$ cat config.mk
export PLATFORM = sky130hd
export DESIGN_NAME = rec_buf_seq
export DESIGN_NICKNAME = d
export VERILOG_FILES = /design/src/rtl/rec_buf_pkg.sv /design/src/rtl/rec_seq_timer.sv /design/src/rtl/rec_buf_seq.sv
export SDC_FILE = /design/constraint.sdc
export NUM_CORES = 1
export LEC_CHECK = 0
export BUFFER_PORTS_ARGS = -buffer_cell sky130_fd_sc_hd__buf_2
export CORE_AREA = 2 2 39 41
export DETAILED_ROUTE_END_ITERATION = 7
export DIE_AREA = 0 0 41 43
export HOLD_SLACK_MARGIN = 0.08
export PLACE_DENSITY = 0.66
export SYNTH_ARGS = -nofsm -noshare
export SYNTH_HDL_FRONTEND = slang
export SYNTH_HIERARCHICAL = 1
export SYNTH_SLANG_ARGS = --single-unit
$ cat constraint.sdc
create_clock -name clk -period 1.28 [get_ports clk]
set_input_delay 0.128 -clock clk [delete_from_list [all_inputs] [get_ports clk]]
set_output_delay 0.128 -clock clk [all_outputs]
set_load 0.01 [all_outputs]
$ cat src/rtl/rec_buf_pkg.sv
// Shared types and constants for the CAN receive-buffer sequencer.
package rec_buf_pkg;

    typedef enum logic [2:0] {
        ST_IDLE,
        ST_RD_ID,
        ST_RD_W1,
        ST_RD_W2,
        ST_RD_W3,
        ST_RD_W4,
        ST_FLUSH,
        ST_HOLD
    } state_e;

    localparam logic [4:0] ADDR_ID = 5'b00101;
    localparam logic [4:0] ADDR_W1 = 5'b00011;
    localparam logic [4:0] ADDR_W2 = 5'b00010;
    localparam logic [4:0] ADDR_W3 = 5'b00001;
    localparam logic [4:0] ADDR_W4 = 5'b00000;

    localparam int SEQ_LEN = 5;

    // Register address driven to the CAN controller while in a read state.
    function automatic logic [4:0] read_addr(input state_e s);
        case (s)
            ST_RD_ID: read_addr = ADDR_ID;
            ST_RD_W1: read_addr = ADDR_W1;
            ST_RD_W2: read_addr = ADDR_W2;
            ST_RD_W3: read_addr = ADDR_W3;
            ST_RD_W4: read_addr = ADDR_W4;
            default:  read_addr = 5'b00000;
        endcase
    endfunction

endpackage

$ cat src/rtl/rec_seq_timer.sv
// HOLD-state ack timeout counter: cleared by load_i, counts while en_i, saturates at LIMIT.
module rec_seq_timer #(
    parameter int LIMIT = 1023
) (
    input  logic clk,
    input  logic rst,
    input  logic load_i,
    input  logic en_i,
    output logic expire_o
);

    localparam logic [15:0] LimitVal = 16'(LIMIT);

    logic [15:0] cnt_q;
    logic [15:0] cnt_d;

    always_comb begin
        cnt_d = cnt_q;
        if (load_i)
            cnt_d = 16'd0;
        else if (en_i && (cnt_q != LimitVal))
            cnt_d = cnt_q + 16'd1;
    end

    always_ff @(posedge clk or negedge rst) begin
        if (!rst)
            cnt_q <= 16'd0;
        else
            cnt_q <= cnt_d;
    end

    assign expire_o = (cnt_q == LimitVal);

endmodule

$ cat src/rtl/rec_buf_seq.sv
// Receive-side sequencer: reads the five CAN receive registers into the message buffer,
// then holds msg_valid until acked. Optional HOLD timeout under `REC_SEQ_TIMEOUT_EN.
module rec_buf_seq
    import rec_buf_pkg::*;
#(
    parameter int TIMEOUT_CYCLES = 1023
) (
    input  logic       clk,
    input  logic       rst,
    input  logic       rx_done,
    output logic       can_rd,
    output logic [4:0] can_addr,
    output logic       buf_en,
    output logic [4:0] buf_addr,
    output logic       msg_valid,
    input  logic       msg_ack,
    output logic       busy,
    output logic       overrun,
    input  logic       ovr_clr,
    output logic       timeout
);

    state_e     state_q;
    logic       pending_q, pending_d;
    logic       overrun_q, overrun_d;
    logic       buf_en_q;
    logic [4:0] buf_addr_q;
    logic       start_seq;
    logic       expire;

    // Leaving IDLE consumes the pending message; a fresh rx_done alongside it stays queued.
    assign start_seq = (state_q == ST_IDLE) && (pending_q || rx_done);
    assign pending_d = start_seq ? (pending_q && rx_done) : (pending_q || rx_done);
    assign overrun_d = (rx_done && pending_q && !start_seq) ? 1'b1 :
                       (ovr_clr ? 1'b0 : overrun_q);

`ifdef REC_SEQ_TIMEOUT_EN
    logic timer_expire;

    rec_seq_timer #(
        .LIMIT(TIMEOUT_CYCLES)
    ) u_timer (
        .clk     (clk),
        .rst     (rst),
        .load_i  (state_q == ST_FLUSH),
        .en_i    (state_q == ST_HOLD),
        .expire_o(timer_expire)
    );

    assign expire = (state_q == ST_HOLD) && timer_expire && !msg_ack;
`else
    assign expire = 1'b0;
`endif

    always_ff @(posedge clk or negedge rst) begin
        if (!rst) begin
            state_q    <= ST_IDLE;
            pending_q  <= 1'b0;
            overrun_q  <= 1'b0;
            buf_en_q   <= 1'b0;
            buf_addr_q <= 5'b00000;
        end else begin
            case (state_q)
                ST_IDLE:  if (start_seq) state_q <= ST_RD_ID;
                ST_RD_ID: state_q <= ST_RD_W1;
                ST_RD_W1: state_q <= ST_RD_W2;
                ST_RD_W2: state_q <= ST_RD_W3;
                ST_RD_W3: state_q <= ST_RD_W4;
                ST_RD_W4: state_q <= ST_FLUSH;
                ST_FLUSH: state_q <= ST_HOLD;
                ST_HOLD:  if (msg_ack || expire) state_q <= ST_IDLE;
                default:  state_q <= ST_IDLE;
            endcase
            pending_q  <= pending_d;
            overrun_q  <= overrun_d;
            // Buffer write trails the register read by the one-cycle read latency.
            buf_en_q   <= can_rd;
            buf_addr_q <= can_addr;
        end
    end

    assign can_rd    = (state_q inside {ST_RD_ID, ST_RD_W1, ST_RD_W2, ST_RD_W3, ST_RD_W4});
    assign can_addr  = read_addr(state_q);
    assign buf_en    = buf_en_q;
    assign buf_addr  = buf_addr_q;
    assign msg_valid = (state_q == ST_HOLD);
    assign busy      = (state_q != ST_IDLE);
    assign overrun   = overrun_q;
    assign timeout   = expire;

endmodule

-- After elaboration in Yosys (flattened, before gate mapping)
Index checks and enable logic that the tools add are counted.
- add/sub/neg operators: 0
- multipliers: 0
- div/mod/pow operators: 0
- order comparisons: 0
- equal/unequal tests: 9
- shift-type cells: 0
- multiplexer cells: 7
- bitwise operators: 0
- reduce and logical (&&, ||, !) cells: 10
- operator list (operator ; number):
    case mux 3 bit (8 select lines) ; 1
    == test 3 bit (second input constant) ; 4
    case mux 3 bit (4 select lines) ; 1
    == test 3 x 2 -> 1 bit (second input constant) ; 2
    2-to-1 mux 3 bit ; 2
    nonzero test 5 bit ; 1
    == test 3 x 1 -> 1 bit (second input constant) ; 1
    logical AND 1 bit ; 3
    logical NOT 3 bit ; 1
    2-to-1 mux 1 bit ; 3
    nonzero test 3 bit ; 1
    inequality test 2 x 1 -> 1 bit (second input constant) ; 1
    inequality test 2 bit (second input constant) ; 1
    AND reduction 2 bit ; 1
    nonzero test 2 bit ; 1
    logical NOT 1 bit ; 1
    logical OR 1 bit ; 1
- register bits: 11
- bits in latches: 0
- memory bits (writable): 0
- memory bits (read-only): 0
- input port bits: 5
- output and inout port bits: 16
- word-level logic and storage cells: 31
- memories kept: 0

-- Logic depth before layout (Yosys ltp)
- word-level depth: 5
- depth in mapped cells: 4
- depth with buffers taken out: 3

-- Worst setup path before layout
No wires, ideal clock.
- kind: register to register
- start: register state_q[0]
- end: register pending_q
- arrival: 1.037 ns
- data required time: 1.154 ns
- path slack: 0.117 ns
- cell stages (with the launch flop): 5
- buffers on the path: 1
- cells stage by stage: dfrtp_1 buf_6 nor3_4 inv_2 maj3_2
- word-level cells in the longest chain between the ends: 3
- RTL lines (element ; RTL line ; RTL):
    from (decl) ; rec_buf_seq.sv:23 ; state_e state_q;
    from (signal assigned) ; rec_buf_seq.sv:57 ; state_q <= ST_IDLE;
    from (signal assigned) ; rec_buf_seq.sv:64 ; ST_IDLE: if (start_seq) state_q <= ST_RD_ID;
    from (signal assigned) ; rec_buf_seq.sv:65 ; ST_RD_ID: state_q <= ST_RD_W1;
    logical NOT 3 bit ; rec_buf_seq.sv:32 ; assign start_seq = (state_q == ST_IDLE) && (pending_q || rx_done);
    logical AND 1 bit ; rec_buf_seq.sv:32 ;
    2-to-1 mux 1 bit ; rec_buf_seq.sv:33 ; assign pending_d = start_seq ? (pending_q && rx_done) : (pending_q || rx_done);
    named net pending_d ; rec_buf_seq.sv:24 ; logic pending_q, pending_d;
    to (signal assigned) ; rec_buf_seq.sv:74 ; pending_q <= pending_d;
    to (decl) ; rec_buf_seq.sv:24 ;
The timed path passes the listed nets, and every way through them passes these cells.
A chain may end at the register's enable or synchronous reset.

-- Worst setup path in the final report
- start: register state_q[1]
- end: output can_addr[0]
- word-level cells in the longest chain between the ends: 2
- elaborated cells on any way between the ends: 5
- classes of those cells: eq/ne: 4; mux: 1
- RTL lines (element ; RTL line ; RTL):
    == test 3 bit, or another cell as far along ; rec_buf_pkg.sv:25 ; case (s)
    case mux 3 bit (4 select lines) (*) ; rec_buf_pkg.sv:25 ;
    to (decl) ; rec_buf_seq.sv:12 ; output logic [4:0] can_addr,
Mark *: on every way between the ends. The rest lies on a longest branch, timed or not.

==> out/metrics.yaml <==
synthesis:
  synth_commonest_cells: "dfrtp_1 (9), buf_4 (5)"
  synth_area_um2: 439
  synthesis.instances: 40
  ys_seq_elements: 9
  synth_ff_type: "dfrtp_1"
  yosysWarningCount: 6
  ys_async_sr_fraction_pct: 100
  syn_area_per_cell_um2: 11.0
  synthDistinctLibCells: 24
  synth_area_leaders: "dfrtp_1 (51%), buf_4 (8.5%), nor3_4 (3.7%)"
  yosys.area.top_type: "dfrtp_1"
  synth.most_common_cell: "dfrtp_1"
  synth_edf_count: 0
  synth_top_area_share_pct: 51.3
  ys_seq_area_share_pct: 51.3
critical_path:
  worstPathRequired_ns: 1.15
  cpPeakStageDelay_ns: 0.46
  critPathTopFamily: "flip-flops"
  crit_arrival_ns: 1.28
  crit_path_max_fanout: 7
  start_kind: "flop"
  crit_chain: "xor2_1, mux2_4, buf_6"
  crit_buf_inv: 1
  crit_path_top_delay_cell: "dfrtp_2"
  end_kind: "output port"
  path_class: "flop to output port"
global_route:
  grt_start_max_net_pins: 10
  antenna_found_initial: 0
  overflow: 0
  grt_first_pass_wirelength_um: 1270
  grt_pass1_vias: 292
  track_usage_pct: 12.1
finish:
  diodes: 0
  syn2layout_area_growth_pct: 49.3
  fin_cells: 83
  final_area_um2: 656
  nets: 73
  drive_above_1_share_pct: 58.2
drt:
  routed_wl_um: 905
  avgRoutedWirePerCell_um: 10.9
  ant_nets: 0
  drtIter0Drc: 3
  vias_per_cell: 4.27
  drcViolationCount: 0
  first_pass_iters: 2
  vias: 354
floorplan:
  die_h_um: 43
  start_util_pct: 31.7
  row_count: 14
  die_w_um: 41
  io_pins: 21
  fp.dieArea_um2: 1760
  core_area_um2: 1380
cts:
  cts_tree: "built"
  cts_sinks: 9
  htree_levels: 1
  root_buffer: "clkbuf_4"
  clk_path_buf_depth: 2
  cts_inserted_buffers: 3
  path_clk_slew_ns: 0.06
  clock_latency_ns: 0.26
pwr:
  ir_drop_mv: 0.934
  p_leak_nw: 0.326
  pwr_density_cell_nw_per_um2: 2380
timing:
  fin_hold_ws_ns: 0.134
  rsz0062_at_grt: "true"
  maxSlewViolCount: 0
  skew_ns: 0.00473
  fmax_ghz: 0.709
  layout_setup_ws_ns: -0.130
  fin_crit_ns: 1.41
  tns_ns: -0.482
  finalCritPeriodShare_pct: 110
  finalHoldViolCount: 0
  setup_viol: 5
placement:
  dpl_cell_area_um2: 513
  dp_cells: 70
  place_ws_ns: 0.0740
  hpwl_um: 594
  portBuffers: 15
  gp_congestion: 0.753
worst_hold_path:
  holdCritPathClass: "input port to flop"
status:
  status: "complete, but fails checks"
  violations: "setup timing"
job:
  maxCapViolations: 0
-- per-layer routing --
layer	vias to the layer above	GRT usage, %	wire length, µm
met5	-	0	0
met4	0	8.00	19
met2	17	16.9	443
li1	176	-	-
met3	2	9.42	92
met1	159	11.9	349
-- timing repair --
action | 4_1_cts | 5_1_grt
endpoints found under the hold margin | 10 | 0
hold buffers | 2 | 0
resized for setup | 5 | 7
buffers inserted | 4 | 3
endpoints found under the setup margin | 5 | 7
pin swaps | 1 | 2
-- worst reg2reg max path, cell delays in order (launching register included) --
cell,delay [ns]
dfrtp_2,0.44
buf_6,0.14
nor3_4,0.21
inv_2,0.08
buf_6,0.12
maj3_2,0.29
-- where the power goes --
group / switching (mW) / total [mW] / internal, mW
clock: 0.0964 / 0.216 / 0.120
sequential: 0.115 / 0.515 / 0.400
combinational: 0.343 / 0.827 / 0.484
-- registers in the layout, summed over array words and instances, names as in the netlist --
signal,cells
overrun,1
buf_addr,3
buf_en,1
state_q,3
pending_q,1
-- final timing paths --
kind	slack, ns	startpoint	end	cells after the start
worst max-delay path	-0.13	state_q[1]$_DFFE_PN0P_	can_addr[0]	3
min in group asynchronous	0.24	rst	buf_en$_DFF_PN0_	2
worst min register to register	0.52	overrun$_DFFE_PN0P_	overrun$_DFFE_PN0P_	2
worst max register to register	-0.11	state_q[0]$_DFFE_PN0P_	pending_q$_DFF_PN0_	5
max in group asynchronous	0.84	rst	state_q[2]$_DFFE_PN0P_	2
worst min-delay path	0.13	rx_done	overrun$_DFFE_PN0P_	3
-- logic make-up after synthesis --
logic type      after synthesis  synth area share (%)
mux                           1                  2.56
xor+xnor                      1                  1.99
simple gates                 12                  18.2
other cells                   1                 0.854
flops                         9                  51.3
compound gates                5                  7.41
fa+ha+maj                     1                  2.56
buf+inv                      10                  15.1
-- layout make-up --
| type | count | area [µm²] |
|---|---|---|
| timing repair buffer | 27 | 200 |
| fill | 130 | 728 |
| inverter | 2 | 7.51 |
| multi-input combinational | 25 | 173 |
| tap | 16 | 20.0 |
| clock buffer | 4 | 26.3 |
| sequential | 9 | 229 |
-- placed cells by master (no fill, tap or decap), types with 2 or more instances in the layout --
cell type      count
buf_2             12
buf_4              7
dfrtp_1            6
buf_6              6
conb_1             5
clkbuf_4           3
dfrtp_2            3
nand2b_1           2
nand2_1            2
dlygate4sd3_1      2
-- metrics by stage --
stage / power [mW] / utilization [%]
2_1_floorplan: 0.894 / -
3_3_place_gp: 1.07 / 37.1
3_5_place_dp: 1.08 / 37.1
4_1_cts: 1.45 / 43.8
5_1_grt: 1.69 / 47.4
6_report: 1.56 / 47.4
(Power assumes the default switching activity.)
